**src/rtl/dump_gate_driver.sv**
```systemverilog
// Dead-time protected ON/OFF gate driver for the transmitter-coil energy dump.
// Define DUMP_INPUT_SYNC_EN to pass dumpon_str, dumpoff_str and over through 2-flop synchronizers.
module dump_gate_driver #(
  parameter int DEAD_CYC = 4,
  parameter int MAX_ON   = 1000
) (
  input  logic       clkin,
  input  logic       reset,
  input  logic       dumpon_str,
  input  logic       dumpoff_str,
  input  logic       over,
  input  logic       clr_fault,
  output logic       dump_on_gate,
  output logic       dump_off_gate,
  output logic       fault,
  output logic [7:0] pulse_cnt
);

  typedef enum logic [2:0] {
    IDLE,
    DT_ON,
    ON,
    DT_OFF,
    OFF,
    FAULT
  } state_t;

  localparam logic [7:0]  DEAD_LOAD = 8'(DEAD_CYC - 1);
  localparam logic [15:0] ON_LAST   = 16'(MAX_ON - 1);

  logic on_s;
  logic off_s;
  logic over_s;

`ifdef DUMP_INPUT_SYNC_EN
  logic [1:0] on_sync;
  logic [1:0] off_sync;
  logic [1:0] over_sync;

  always_ff @(posedge clkin) begin
    if (reset) begin
      on_sync   <= 2'b00;
      off_sync  <= 2'b00;
      over_sync <= 2'b00;
    end else begin
      on_sync   <= {on_sync[0], dumpon_str};
      off_sync  <= {off_sync[0], dumpoff_str};
      over_sync <= {over_sync[0], over};
    end
  end

  assign on_s   = on_sync[1];
  assign off_s  = off_sync[1];
  assign over_s = over_sync[1];
`else
  assign on_s   = dumpon_str;
  assign off_s  = dumpoff_str;
  assign over_s = over;
`endif

  logic req_on;
  logic req_off;
  logic req_bad;
  logic req_idle;

  assign req_on   = over_s & on_s & ~off_s;
  assign req_off  = over_s & off_s & ~on_s;
  assign req_bad  = over_s & on_s & off_s;
  assign req_idle = ~(req_on | req_off | req_bad);

  state_t      state;
  logic [7:0]  dead_cnt;
  logic [15:0] on_timer;

  // Gate/fault outputs default low each edge and are raised only on paths landing in
  // ON, OFF or FAULT, so they always equal the decode of the state being entered.
  always_ff @(posedge clkin) begin
    if (reset) begin
      state         <= IDLE;
      dead_cnt      <= 8'd0;
      on_timer      <= 16'd0;
      pulse_cnt     <= 8'd0;
      dump_on_gate  <= 1'b0;
      dump_off_gate <= 1'b0;
      fault         <= 1'b0;
    end else begin
      dump_on_gate  <= 1'b0;
      dump_off_gate <= 1'b0;
      fault         <= 1'b0;
      case (state)
        IDLE: begin
          if (req_bad) begin
            state <= FAULT;
            fault <= 1'b1;
          end else if (req_on) begin
            state    <= DT_ON;
            dead_cnt <= DEAD_LOAD;
          end else if (req_off) begin
            state    <= DT_OFF;
            dead_cnt <= DEAD_LOAD;
          end
        end
        DT_ON: begin
          if (req_bad) begin
            state <= FAULT;
            fault <= 1'b1;
          end else if (req_on) begin
            if (dead_cnt == 8'd0) begin
              state        <= ON;
              dump_on_gate <= 1'b1;
              on_timer     <= 16'd0;
              if (pulse_cnt != 8'hFF) pulse_cnt <= pulse_cnt + 8'd1;
            end else begin
              dead_cnt <= dead_cnt - 8'd1;
            end
          end else if (req_off) begin
            state    <= DT_OFF;
            dead_cnt <= DEAD_LOAD;
          end else begin
            state <= IDLE;
          end
        end
        ON: begin
          if (req_bad) begin
            state <= FAULT;
            fault <= 1'b1;
          end else if (req_on) begin
            if (on_timer == ON_LAST) begin
              state <= FAULT;
              fault <= 1'b1;
            end else begin
              on_timer     <= on_timer + 16'd1;
              dump_on_gate <= 1'b1;
            end
          end else if (req_off) begin
            state    <= DT_OFF;
            dead_cnt <= DEAD_LOAD;
          end else begin
            state <= IDLE;
          end
        end
        DT_OFF: begin
          if (req_bad) begin
            state <= FAULT;
            fault <= 1'b1;
          end else if (req_off) begin
            if (dead_cnt == 8'd0) begin
              state         <= OFF;
              dump_off_gate <= 1'b1;
            end else begin
              dead_cnt <= dead_cnt - 8'd1;
            end
          end else if (req_on) begin
            state    <= DT_ON;
            dead_cnt <= DEAD_LOAD;
          end else begin
            state <= IDLE;
          end
        end
        OFF: begin
          if (req_bad) begin
            state <= FAULT;
            fault <= 1'b1;
          end else if (req_on) begin
            state    <= DT_ON;
            dead_cnt <= DEAD_LOAD;
          end else if (req_off) begin
            dump_off_gate <= 1'b1;
          end else begin
            state <= IDLE;
          end
        end
        FAULT: begin
          if (clr_fault && req_idle) begin
            state <= IDLE;
          end else begin
            fault <= 1'b1;
          end
        end
        default: begin
          state <= IDLE;
        end
      endcase
    end
  end

endmodule

```
**config.mk**
```make
export PLATFORM = sky130hd
export DESIGN_NAME = dump_gate_driver
export DESIGN_NICKNAME = d
export VERILOG_FILES = /design/src/rtl/dump_gate_driver.sv
export SDC_FILE = /design/constraint.sdc
export NUM_CORES = 1
export LEC_CHECK = 0
export ABC_CLOCK_PERIOD_IN_PS = 2000
export CAP_MARGIN = 15
export CORE_MARGIN = 2
export CORE_UTILIZATION = 50
export DETAILED_ROUTE_END_ITERATION = 7
export MAX_ROUTING_LAYER = met4
export PLACE_DENSITY = 0.72
export REMOVE_ABC_BUFFERS = 1
export SLEW_MARGIN = 20
export SYNTH_ARGS = -nofsm -noshare
export SYNTH_HDL_FRONTEND = slang
export SYNTH_SLANG_ARGS = --single-unit
```
**constraint.sdc**
```tcl
create_clock -name clkin -period 2 [get_ports clkin]
set_input_delay 0.2 -clock clkin [delete_from_list [all_inputs] [get_ports clkin]]
set_output_delay 0.2 -clock clkin [all_outputs]
set_load 0.01 [all_outputs]
```
==> flow_summary.yaml, run 1 <==
outcome:
  outcome: "complete, but fails checks"
  violations_in_the_final_reports: "setup timing"
floorplanning:
  die_h_microns: 71.9
  core-area_sq_um: 4410
  die_width_microns: 71.9
  initial_core_util_pct: 52.3
  design.portCount: 17
  die-area_sq_um: 5180
  number_of_rows_created_at_floorplan: 24
synthesis:
  synth.ff_latch_count: 38
  syn-mean-instance-area_sq_um: 7.88
  netlist-cell-type-count: 57
  synth_enable_flop_cells: 0
  register_area_share_after_synthesis_pct: 33.0
  syn_inst: 293
  synthesis.yosys.warnings: 0
  syn-cell-area_sq_um: 2310
  dominant_register_cell_in_the_synthesized_netlist: "dfxtp_1"
  synth-async-reset-ratio_pct: 0
sta:
  timing.final.crit_share_pct: 102
  clock_skew_ns: 0.00841
  hold_violation_total_from_the_final_report: 0
  worst_margin_pin_slew_ns: 0.654
  timing.slew.headroom_pct: 55.9
  report.final.setup_viol: 5
  fin_ws_ns: -0.0426
  worst_hold_slack_ns: 0.508
  final_max_slew_viol_count: 0
  timing.fmax_mhz: 490
  minimum_period_implied_by_the_final_worst_setup_slack_ns: 2.04
  grt_setup_unrepaired: "true"
critical_path:
  reg2reg_slack_ns: -0.04
  reg2regPathDepth: 6
  r2r_end: "on_timer[14]$_SDFFE_PP0P_"
  cp-endpoint: "on_timer[14]$_SDFFE_PP0P_"
  worst-endpoint-required_ns: 2.19
  cp-startpoint: "dead_cnt[4]$_SDFFE_PP0P_"
  crit_path_cell_trace: "nor3_4 -> nand4b_4 -> a2111o_1 -> nor4b_4 -> a31o_2 -> a21oi_2"
  crit_family: "compound AO/OA/AOI/OAI gates"
  crit_type: "reg2reg"
  setup.worst_path.start_class: "flip-flop"
  critical_path_buf_inv_count: 0
  startpoint_of_the_lowest_slack_register_to_register_path: "dead_cnt[4]$_SDFFE_PP0P_"
  critPathMaxFanout: 6
  cp-end-kind: "flip-flop"
  critical_path.max_stage_delay_ns: 0.53
  worst_ep_arrival_time_ns: 2.23
  cpMaxStageDelayCell: "a2111o_1"
  critical_path_cell_count: 6
cells_and_area:
  post_route_cells_drive_above_1_share_pct: 32.7
  num-nets-final: 388
  layout.cells.most_common: "buf_4"
  finish.cell_count_without_fillers: 431
  layout_common_cells: "buf_4 (77), nor2_1 (33), dfxtp_1 (32)"
  flow.area_growth_from_synthesis_pct: 44.0
  fill_cell_instance_count_of_the_final_layout: 302
  layout.core_utilization_pct: 75.3
  insertedDiodeCount: 0
routing:
  post-route-drc-count: 0
  top_layer: "met4"
  detail-route-antenna-nets: 0
  met3WireLength_microns: 291
  vias: 2491
  detailedRoute.firstIterationViolations: 196
  m1WireLength_mm: 2.89
  routed_wl_mm: 6.57
  avgRoutedWirePerCell_microns: 15.2
  met2RoutedLength_mm: 3.24
  vias_per_cell: 5.78
  drt_pre_antenna_iters: 5
placement:
  port-buffer-count: 16
  gp_congestion: 0.955
  place_inst: 418
  place_hpwl_mm: 4.38
global_routing:
  grt_first_pass_wirelength_mm: 10.5
  grt_pass1_vias: 2347
  gr-usage-all-layers_pct: 25.8
  maximum_number_of_pins_on_one_net_before_global_route_repair: 18
  grt_antenna_before_repair: 0
  globalRoute.totalOverflow: 0
clock_tree:
  ctsRootBufferMaster: "clkbuf_8"
  clock_sink_total: 38
  worst_setup_hold_path_clk_slew_ns: 0.08
  cts_hold_fix_bufs: 0
  insertion_delay_to_the_later_sink_of_the_worst_skew_pair_ns: 0.29
  tritoncts_clock_tree: "built"
  h-tree-depth: 2
  clockBufferDepth: 2
  cts_inserted_buffers: 5
pwr:
  cellLeakagePower_nw: 1.25
  power_density_nw_per_um2: 984
  vdd.ir_drop.worst_mv: 0.644
  post_layout_power_w: 0.00327
hold_path:
  min-delay-path-class: "reg2reg"
job:
  max-cap-violations: 0
==> repair_timing <==
item	in CTS	in global routing
setup endpoints to repair	19	23
gates resized for setup	10	23
buffers inserted	2	3
pin swaps	6	15
==> state kept, by name (all words and copies together) (netlist names) <==
register	flops
fault	1
pulse_cnt	8
on_timer	16
dump_on_gate	1
state	3
dead_cnt	8
dump_off_gate	1
==> final cells by class <==
type                       instances  area, sq um  share of cell area [%]
timing repair buffer              95          763                    23.0
multi-input combinational        228         1550                    46.7
clock buffer                       5         68.8                    2.07
inverter                          10         37.5                    1.13
tap                               52         65.1                    1.96
clock inverter                     3         68.8                    2.07
sequential                        38          768                    23.1
==> worst reg2reg max path, stage by stage, from the launching register on <==
cell and delay (ns):
dfxtp_2 0.34, nor3_4 0.26, nand4b_4 0.14, a2111o_1 0.53, nor4b_4 0.39, a31o_2 0.23
a21oi_2 0.05
==> logic make-up after synthesis <==
| logic type | after synthesis | share of synthesized area (%) |
|---|---|---|
| AND/OR/NAND/NOR | 133 | 32.1 |
| AO/OA/AOI/OAI | 70 | 19.6 |
| flip-flops | 38 | 33.0 |
| buffers and inverters | 27 | 5.10 |
| XOR/XNOR | 20 | 7.59 |
| adder cells (fa/ha/maj) | 4 | 2.17 |
| multiplexers | 1 | 0.434 |
==> synthesized netlist by cell type (all sizes together) (2+ instances only) <==
cell | number | area, sq um
a211oi | 4 | 30.0
a21oi | 24 | 120
a31o | 3 | 26.3
a31oi | 4 | 25.0
a32oi | 3 | 26.3
and3 | 3 | 18.8
buf | 9 | 48.8
clkbuf | 8 | 31.3
dfxtp | 38 | 761
ha | 4 | 50.1
inv | 10 | 37.5
nand2 | 29 | 109
nand2b | 3 | 18.8
nand3 | 13 | 65.1
nand3b | 3 | 22.5
nand4 | 5 | 31.3
nor2 | 35 | 131
nor2b | 3 | 18.8
nor3 | 13 | 76.3
nor3b | 3 | 22.5
nor4 | 8 | 90.1
o211ai | 3 | 22.5
o21ai | 14 | 70.1
o22a | 2 | 17.5
or3 | 5 | 31.3
xnor2 | 18 | 158
xor2 | 2 | 17.5
==> per-layer routing <==
metal,up-vias,track usage [%]
met2,73,43.3
li1,1224,-
met5,-,-
met4,0,9.43
met3,13,4.03
met1,1181,31.4
==> report_power, final <==
part / switching, W / internal (W)
logic: 0.000822 / 0.000778
registers: 0.0000525 / 0.000819
clock network: 0.000296 / 0.000500
total: 0.00117 / 0.00210
==> metrics by stage <==
| stage | cell area, sq um | setup TNS, ns | setup WS (ns) |
|---|---|---|---|
| final | 3320 | -0.0727 | -0.0426 |
| after global routing | 3320 | -1.10 | -0.166 |
| after global placement | 3010 | -3.81 | -0.232 |
| after detailed placement | 3010 | -4.90 | -0.278 |
| after floorplan | 2230 | -6.40 | -0.507 |
| after CTS | 3220 | -0.0506 | -0.0172 |
==> how the worst min path moves through the flow <==
| stage | start | to | slack, ns | cells past startpoint |
|---|---|---|---|---|
| finish | state[1]$_SDFFE_PP0P_ | state[1]$_SDFFE_PP0P_ | 0.51 | 2 |
| global route | state[1]$_SDFFE_PP0P_ | fault$_SDFF_PP0_ | 0.54 | 1 |
| CTS | dead_cnt[7]$_SDFFE_PP0P_ | dead_cnt[7]$_SDFFE_PP0P_ | 0.50 | 1 |
| detailed placement | dead_cnt[7]$_SDFFE_PP0P_ | dead_cnt[7]$_SDFFE_PP0P_ | 0.49 | 1 |
| global placement | dead_cnt[7]$_SDFFE_PP0P_ | dead_cnt[7]$_SDFFE_PP0P_ | 0.48 | 1 |
| floorplan | reset | dead_cnt[0]$_SDFFE_PP0P_ | 0.27 | 1 |
Power figures use the tool's default switching activity.
==> inputs of run 2 (changes only) <==
CORE_UTILIZATION = 24   (was 50)
GPL_ROUTABILITY_DRIVEN = 0   (was unset)
PLACE_DENSITY = unset   (was 0.72)
==> run 2 against run 1 <==
  * The run still ends with setup timing left
  * Critical path depth grew 2
  * Cell count grew 18%
  * Via count shrank 1.6%
  * Cell area grew 4.7%
  * Hold slack gained 0.0068 ns
  * Non-clock buffer count grew 1
  * Clock skew shrank 0.0021 ns
  * Fmax is essentially flat
  * Global-route usage shrank 12 points
  * Worst setup slack lost 0.0016 ns
  * Die area grew 100%
  * Critical endpoint is now on_timer[15]$_SDFFE_PP0P_
  * Largest cell class unchanged
  * Largest power group unchanged
==> flow_summary.yaml, run 2 (synthesis results as in run 1) <==
routing:
  top_layer: "met4"
  met3WireLength_microns: 282
  drt_pre_antenna_iters: 4
  detailedRoute.firstIterationViolations: 139
  detail-route-antenna-nets: 0
  avgRoutedWirePerCell_microns: 13.1
  post-route-drc-count: 0
  vias: 2452
  routed_wl_mm: 6.66
  m1WireLength_mm: 3.10
  met2RoutedLength_mm: 3.22
  vias_per_cell: 4.82
sta:
  timing.final.crit_share_pct: 102
  timing.fmax_mhz: 489
  clock_skew_ns: 0.00633
  grt_setup_unrepaired: "true"
  fin_ws_ns: -0.0442
  report.final.setup_viol: 7
  minimum_period_implied_by_the_final_worst_setup_slack_ns: 2.04
  hold_violation_total_from_the_final_report: 0
  worst_margin_pin_slew_ns: 0.349
  timing.slew.headroom_pct: 76.7
  totalNegativeSetupSlack_ns: -0.125
  final_max_slew_viol_count: 0
critical_path:
  critPathMaxFanout: 5
  worst_ep_arrival_time_ns: 2.22
  cp-end-kind: "flip-flop"
  crit_path_cell_trace: "inv_1 -> ha_4 -> nand4b_4 -> a2111o_1 -> buf_4 -> nor4_4 -> xnor2_1 -> nor2_1"
  setup.worst_path.start_class: "flip-flop"
  critical_path.max_stage_delay_ns: 0.55
  crit_family: "compound AO/OA/AOI/OAI gates"
  worst-endpoint-required_ns: 2.18
  critical_path_buf_inv_count: 2
  cpMaxStageDelayCell: "a2111o_1"
  crit_type: "reg2reg"
cells_and_area:
  flow.area_growth_from_synthesis_pct: 50.7
  layout.core_utilization_pct: 37.5
  fill_cell_instance_count_of_the_final_layout: 967
  footprint_of_the_multi_input_gates_sq_um: 1590
  finish.cell_count_without_fillers: 509
  layout.cells.most_common: "buf_4"
  largest_reg_flops: 16
  insertedDiodeCount: 0
  post_route_cells_drive_above_1_share_pct: 32.4
  layout_common_cells: "buf_4 (77), nor2_1 (33), dfxtp_1 (33)"
  final-seq-area_sq_um: 767
  register_containing_the_most_flip_flops_in_the_final_layout: "on_timer"
  num-nets-final: 389
  largest_registers: "on_timer: 16 flops, dead_cnt: 8 flops, pulse_cnt: 8 flops"
clock_tree:
  insertion_delay_to_the_later_sink_of_the_worst_skew_pair_ns: 0.29
  tritoncts_clock_tree: "built"
  clock_sink_total: 38
  cts_hold_fix_bufs: 0
  h-tree-depth: 2
  worst_setup_hold_path_clk_slew_ns: 0.08
  cts_inserted_buffers: 5
  ctsRootBufferMaster: "clkbuf_8"
  clockBufferDepth: 2
pwr:
  power_density_nw_per_um2: 943
  clockPowerShare_pct: 24.5
  cellLeakagePower_nw: 1.27
  share_comb_of_total_power_pct: 48.9
  total_switching_power_w: 0.00121
  vdd.ir_drop.worst_mv: 0.303
  seq_power_share_pct: 26.5
  swShare_pct: 36.9
  p_int_w: 0.00207
placement:
  place_inst: 491
  port-buffer-count: 16
  place_hpwl_mm: 4.80
global_routing:
  grt_first_pass_wirelength_mm: 11.1
  globalRoute.totalOverflow: 0
  maximum_number_of_pins_on_one_net_before_global_route_repair: 16
  grt_pass1_vias: 2370
  gr-usage-all-layers_pct: 13.7
  grt_antenna_before_repair: 0
floorplanning:
  die_h_microns: 102
  core-area_sq_um: 9280
  number_of_rows_created_at_floorplan: 35
  design.portCount: 17
  initial_core_util_pct: 24.9
  die_width_microns: 102
  die-area_sq_um: 10400
hold_path:
  min-delay-path-class: "reg2reg"
job:
  max-cap-violations: 0
outcome:
  outcome: "complete, but fails checks"
  violations_in_the_final_reports: "setup timing"
==> run 2: final cells by class <==
| type | instances | area share [%] |
|---|---|---|
| inverters | 10 | 1.08 |
| clock buffers | 5 | 1.98 |
| clock inverters | 3 | 1.98 |
| repair buffers | 96 | 22.5 |
| multi-input cells | 228 | 45.8 |
| flip-flops and latches | 38 | 22.1 |
| well taps | 129 | 4.64 |
==> run 2: repair_timing <==
| action | CTS | global route |
|---|---|---|
| pin swaps | 8 | 21 |
| gates resized for setup | 13 | 24 |
| setup endpoints to repair | 19 | 23 |
| hold endpoints to repair | 0 | 0 |
| setup buffers | 3 | 7 |
==> run 2: per-layer routing <==
layer	global-route usage [%]	vias up
met5	-	-
met4	4.21	0
met3	2.26	7
met2	22.5	52
met1	17.2	1174
li1	-	1219
==> run 2: stage by stage <==
stage                     hold slack, ns  total power (W)  worst slack (ns)  cell area [sq um]
after floorplan                    0.269          0.00160            -0.507               2230
after global placement             0.478          0.00221            -0.259               3090
after detailed placement           0.496          0.00223            -0.270               3090
after CTS                          0.509          0.00313          -0.00478               3310
after global routing               0.550          0.00347            -0.138               3480
final                              0.514          0.00328           -0.0442               3480
==> run 2: path summary, 6_finish.rpt <==
| path | cells past startpoint | end | slack [ns] | startpoint |
|---|---|---|---|---|
| hold / removal | 1 | dead_cnt[7]$_SDFFE_PP0P_ | 0.51 | dead_cnt[7]$_SDFFE_PP0P_ |
| setup reg to reg | 8 | on_timer[15]$_SDFFE_PP0P_ | -0.04 | dead_cnt[1]$_SDFFE_PP0P_ |
| hold reg to reg | 1 | dead_cnt[7]$_SDFFE_PP0P_ | 0.51 | dead_cnt[7]$_SDFFE_PP0P_ |
| setup / recovery | 8 | on_timer[15]$_SDFFE_PP0P_ | -0.04 | dead_cnt[1]$_SDFFE_PP0P_ |
==> run 2: worst reg2reg max path, cell delays in order, from the launching register on <==
cell and delay (ns):
dfxtp_1 0.32, inv_1 0.11, ha_4 0.17, nand4b_4 0.12, a2111o_1 0.55, buf_4 0.19
nor4_4 0.25, xnor2_1 0.16, nor2_1 0.06
==> run 2: power by group through the flow <==
stage               combinational (W)  sequential (W)  clock [W]
floorplan                    0.000658        0.000941          0
global route                  0.00174        0.000881   0.000852
CTS                           0.00144        0.000858   0.000826
finish                        0.00160        0.000870   0.000804
global placement              0.00134        0.000872          0
detailed placement            0.00135        0.000874          0
==> inputs of run 3 (changes only) <==
ABC_CLOCK_PERIOD_IN_PS = 2200   (was 2000)
clock period = 2.2 ns   (was 2 ns; I/O delays follow)
==> run 3 against run 2 <==
  * The run now ends clean
  * Critical path depth unchanged
  * Hold slack got worse by 0.033 ns
  * Register-to-register slack improved by 0.12 ns
  * Power fell by 14%
  * Via count fell by 7.2%
  * Clock skew grew 0.0031 ns
  * Non-clock buffer count is 27 lower
  * Largest cell class unchanged
  * Sequential share of layout area grew 2.0 points
==> flow_summary.yaml, run 3 (synthesis results as in run 1) <==
outcome:
  outcome: "complete, no violations"
cells_and_area:
  largest_reg_flops: 16
  num-nets-final: 362
  register_containing_the_most_flip_flops_in_the_final_layout: "on_timer"
  fill_cell_instance_count_of_the_final_layout: 976
  layout.cells.most_common: "buf_4"
  layout.core_utilization_pct: 34.4
  insertedDiodeCount: 0
  flow.area_growth_from_synthesis_pct: 38.5
  layout_common_cells: "buf_4 (50), nor2_1 (34), dfxtp_1 (32)"
  largest_registers: "on_timer: 16 flops, dead_cnt: 8 flops, pulse_cnt: 8 flops"
  post_route_cells_drive_above_1_share_pct: 25.5
global_routing:
  grt_antenna_before_repair: 0
  grt_first_pass_wirelength_mm: 10.1
  globalRoute.totalOverflow: 0
  gr-usage-all-layers_pct: 12.3
  grt_pass1_vias: 2175
  maximum_number_of_pins_on_one_net_before_global_route_repair: 25
critical_path:
  cpMaxStageDelayCell: "a2111o_1"
  cp-startpoint: "dead_cnt[4]$_SDFFE_PP0P_"
  worst-endpoint-required_ns: 2.36
  crit_family: "compound AO/OA/AOI/OAI gates"
  cpMostUsedCell: "buf_4"
  critPathMaxFanout: 6
  crit_type: "reg2reg"
  cp-end-kind: "flip-flop"
  critical_path_buf_inv_count: 2
  critical_path.max_stage_delay_ns: 0.54
  setup.worst_path.start_class: "flip-flop"
  startpoint_of_the_lowest_slack_register_to_register_path: "dead_cnt[4]$_SDFFE_PP0P_"
  crit_path_cell_trace: "nor3_4 -> nand4b_4 -> a2111o_1 -> buf_4 -> nor4b_4 -> buf_4 -> a31o_2 -> a21oi_1"
  worst_ep_arrival_time_ns: 2.29
pwr:
  cellLeakagePower_nw: 1.11
  post_layout_power_w: 0.00282
  vdd.ir_drop.worst_mv: 0.305
  power_density_nw_per_um2: 881
clock_tree:
  h-tree-depth: 2
  clockBufferDepth: 2
  insertion_delay_to_the_later_sink_of_the_worst_skew_pair_ns: 0.29
  clock_sink_total: 38
  ctsRootBufferMaster: "clkbuf_8"
  cts_inserted_buffers: 5
  tritoncts_clock_tree: "built"
  worst_setup_hold_path_clk_slew_ns: 0.08
  cts_hold_fix_bufs: 0
sta:
  timing.fmax_mhz: 470
  grt_setup_unrepaired: "true"
  timing.final.crit_share_pct: 96.6
  totalNegativeSetupSlack_ns: 0
  worst_hold_slack_ns: 0.481
  worst_margin_pin_slew_ns: 0.710
  final_max_slew_viol_count: 0
  clock_skew_ns: 0.00943
  hold_violation_total_from_the_final_report: 0
  minimum_period_implied_by_the_final_worst_setup_slack_ns: 2.13
  fin_ws_ns: 0.0739
  report.final.setup_viol: 0
  timing.slew.headroom_pct: 52.2
floorplanning:
  core-area_sq_um: 9280
  die_width_microns: 102
  number_of_rows_created_at_floorplan: 35
  die_h_microns: 102
  die-area_sq_um: 10400
  design.portCount: 17
  initial_core_util_pct: 24.9
hold_path:
  worstHoldStart: "dead_cnt[6]$_SDFFE_PP0P_"
  min-delay-path-class: "reg2reg"
routing:
  drt_pre_antenna_iters: 4
  vias: 2275
  vias_per_cell: 4.72
  avgRoutedWirePerCell_microns: 12.4
  routed_wl_mm: 5.96
  detailedRoute.firstIterationViolations: 155
  post-route-drc-count: 0
  detail-route-antenna-nets: 0
job:
  max-cap-violations: 0
placement:
  place_hpwl_mm: 4.36
  port-buffer-count: 16
  dp_slack_ns: -0.146
## run 3: changes by cell type in the layout (fill, tap and decap cells not counted), sizes merged
cell / previous run / this run
clkdlybuf4s50: 15 / 16
clkinv: 1 / 0
dlymetal6s2s: 1 / 0
clkbuf: 5 / 6
buf: 80 / 53
## run 3: timing repair
action | 4_1_cts | 5_1_grt
gates cloned | 0 | 0
buffers inserted | 0 | 6
pin swaps | 0 | 10
endpoints found under the setup margin | 10 | 15
resized for setup | 1 | 23
## run 3: layout make-up
class,count,area [sq um],area share (%)
clock buffers,6,82.6,2.58
multi-input cells,228,1510,47.2
flip-flops and latches,38,768,24.0
well taps,129,161,5.05
repair buffers,69,578,18.1
inverters,10,37.5,1.17
clock inverters,2,60.1,1.88
## run 3: tightest hold or removal path, stage by stage (launching register included)
cell	delay, ns
dfxtp_2	0.34
nand3_1	0.06
nand2_1	0.04
## run 3: power breakdown
part	total [W]	switching [W]	internal (W)
registers	0.000798	0.0000527	0.000746
logic	0.00129	0.000683	0.000606
clock network	0.000730	0.000246	0.000484
## run 3: metal layers
metal	global-route usage [%]	wire length [microns]	part of all wire, %	up-vias
met4	3.08	33	0.55	0
met5	-	0	0	-
li1	-	-	-	1167
met1	16.2	2940	49	1054
met3	2.87	273	4.6	4
met2	19.0	2710	46	50
## run 3: final timing paths
path | endpoint | slack, ns | cells past startpoint
max | on_timer[14]$_SDFFE_PP0P_ | 0.07 | 8
max reg2reg | on_timer[14]$_SDFFE_PP0P_ | 0.07 | 8
min reg2reg | dead_cnt[6]$_SDFFE_PP0P_ | 0.48 | 2
min | dead_cnt[6]$_SDFFE_PP0P_ | 0.48 | 2
## run 3: per-stage QoR
| stage | cell area [sq um] | cells |
|---|---|---|
| CTS | 3060 | 476 |
| global route | 3200 | 482 |
| detailed placement | 2920 | 468 |
| global placement | 2920 | 468 |
| finish | 3200 | 482 |
| floorplan | 2230 | 276 |
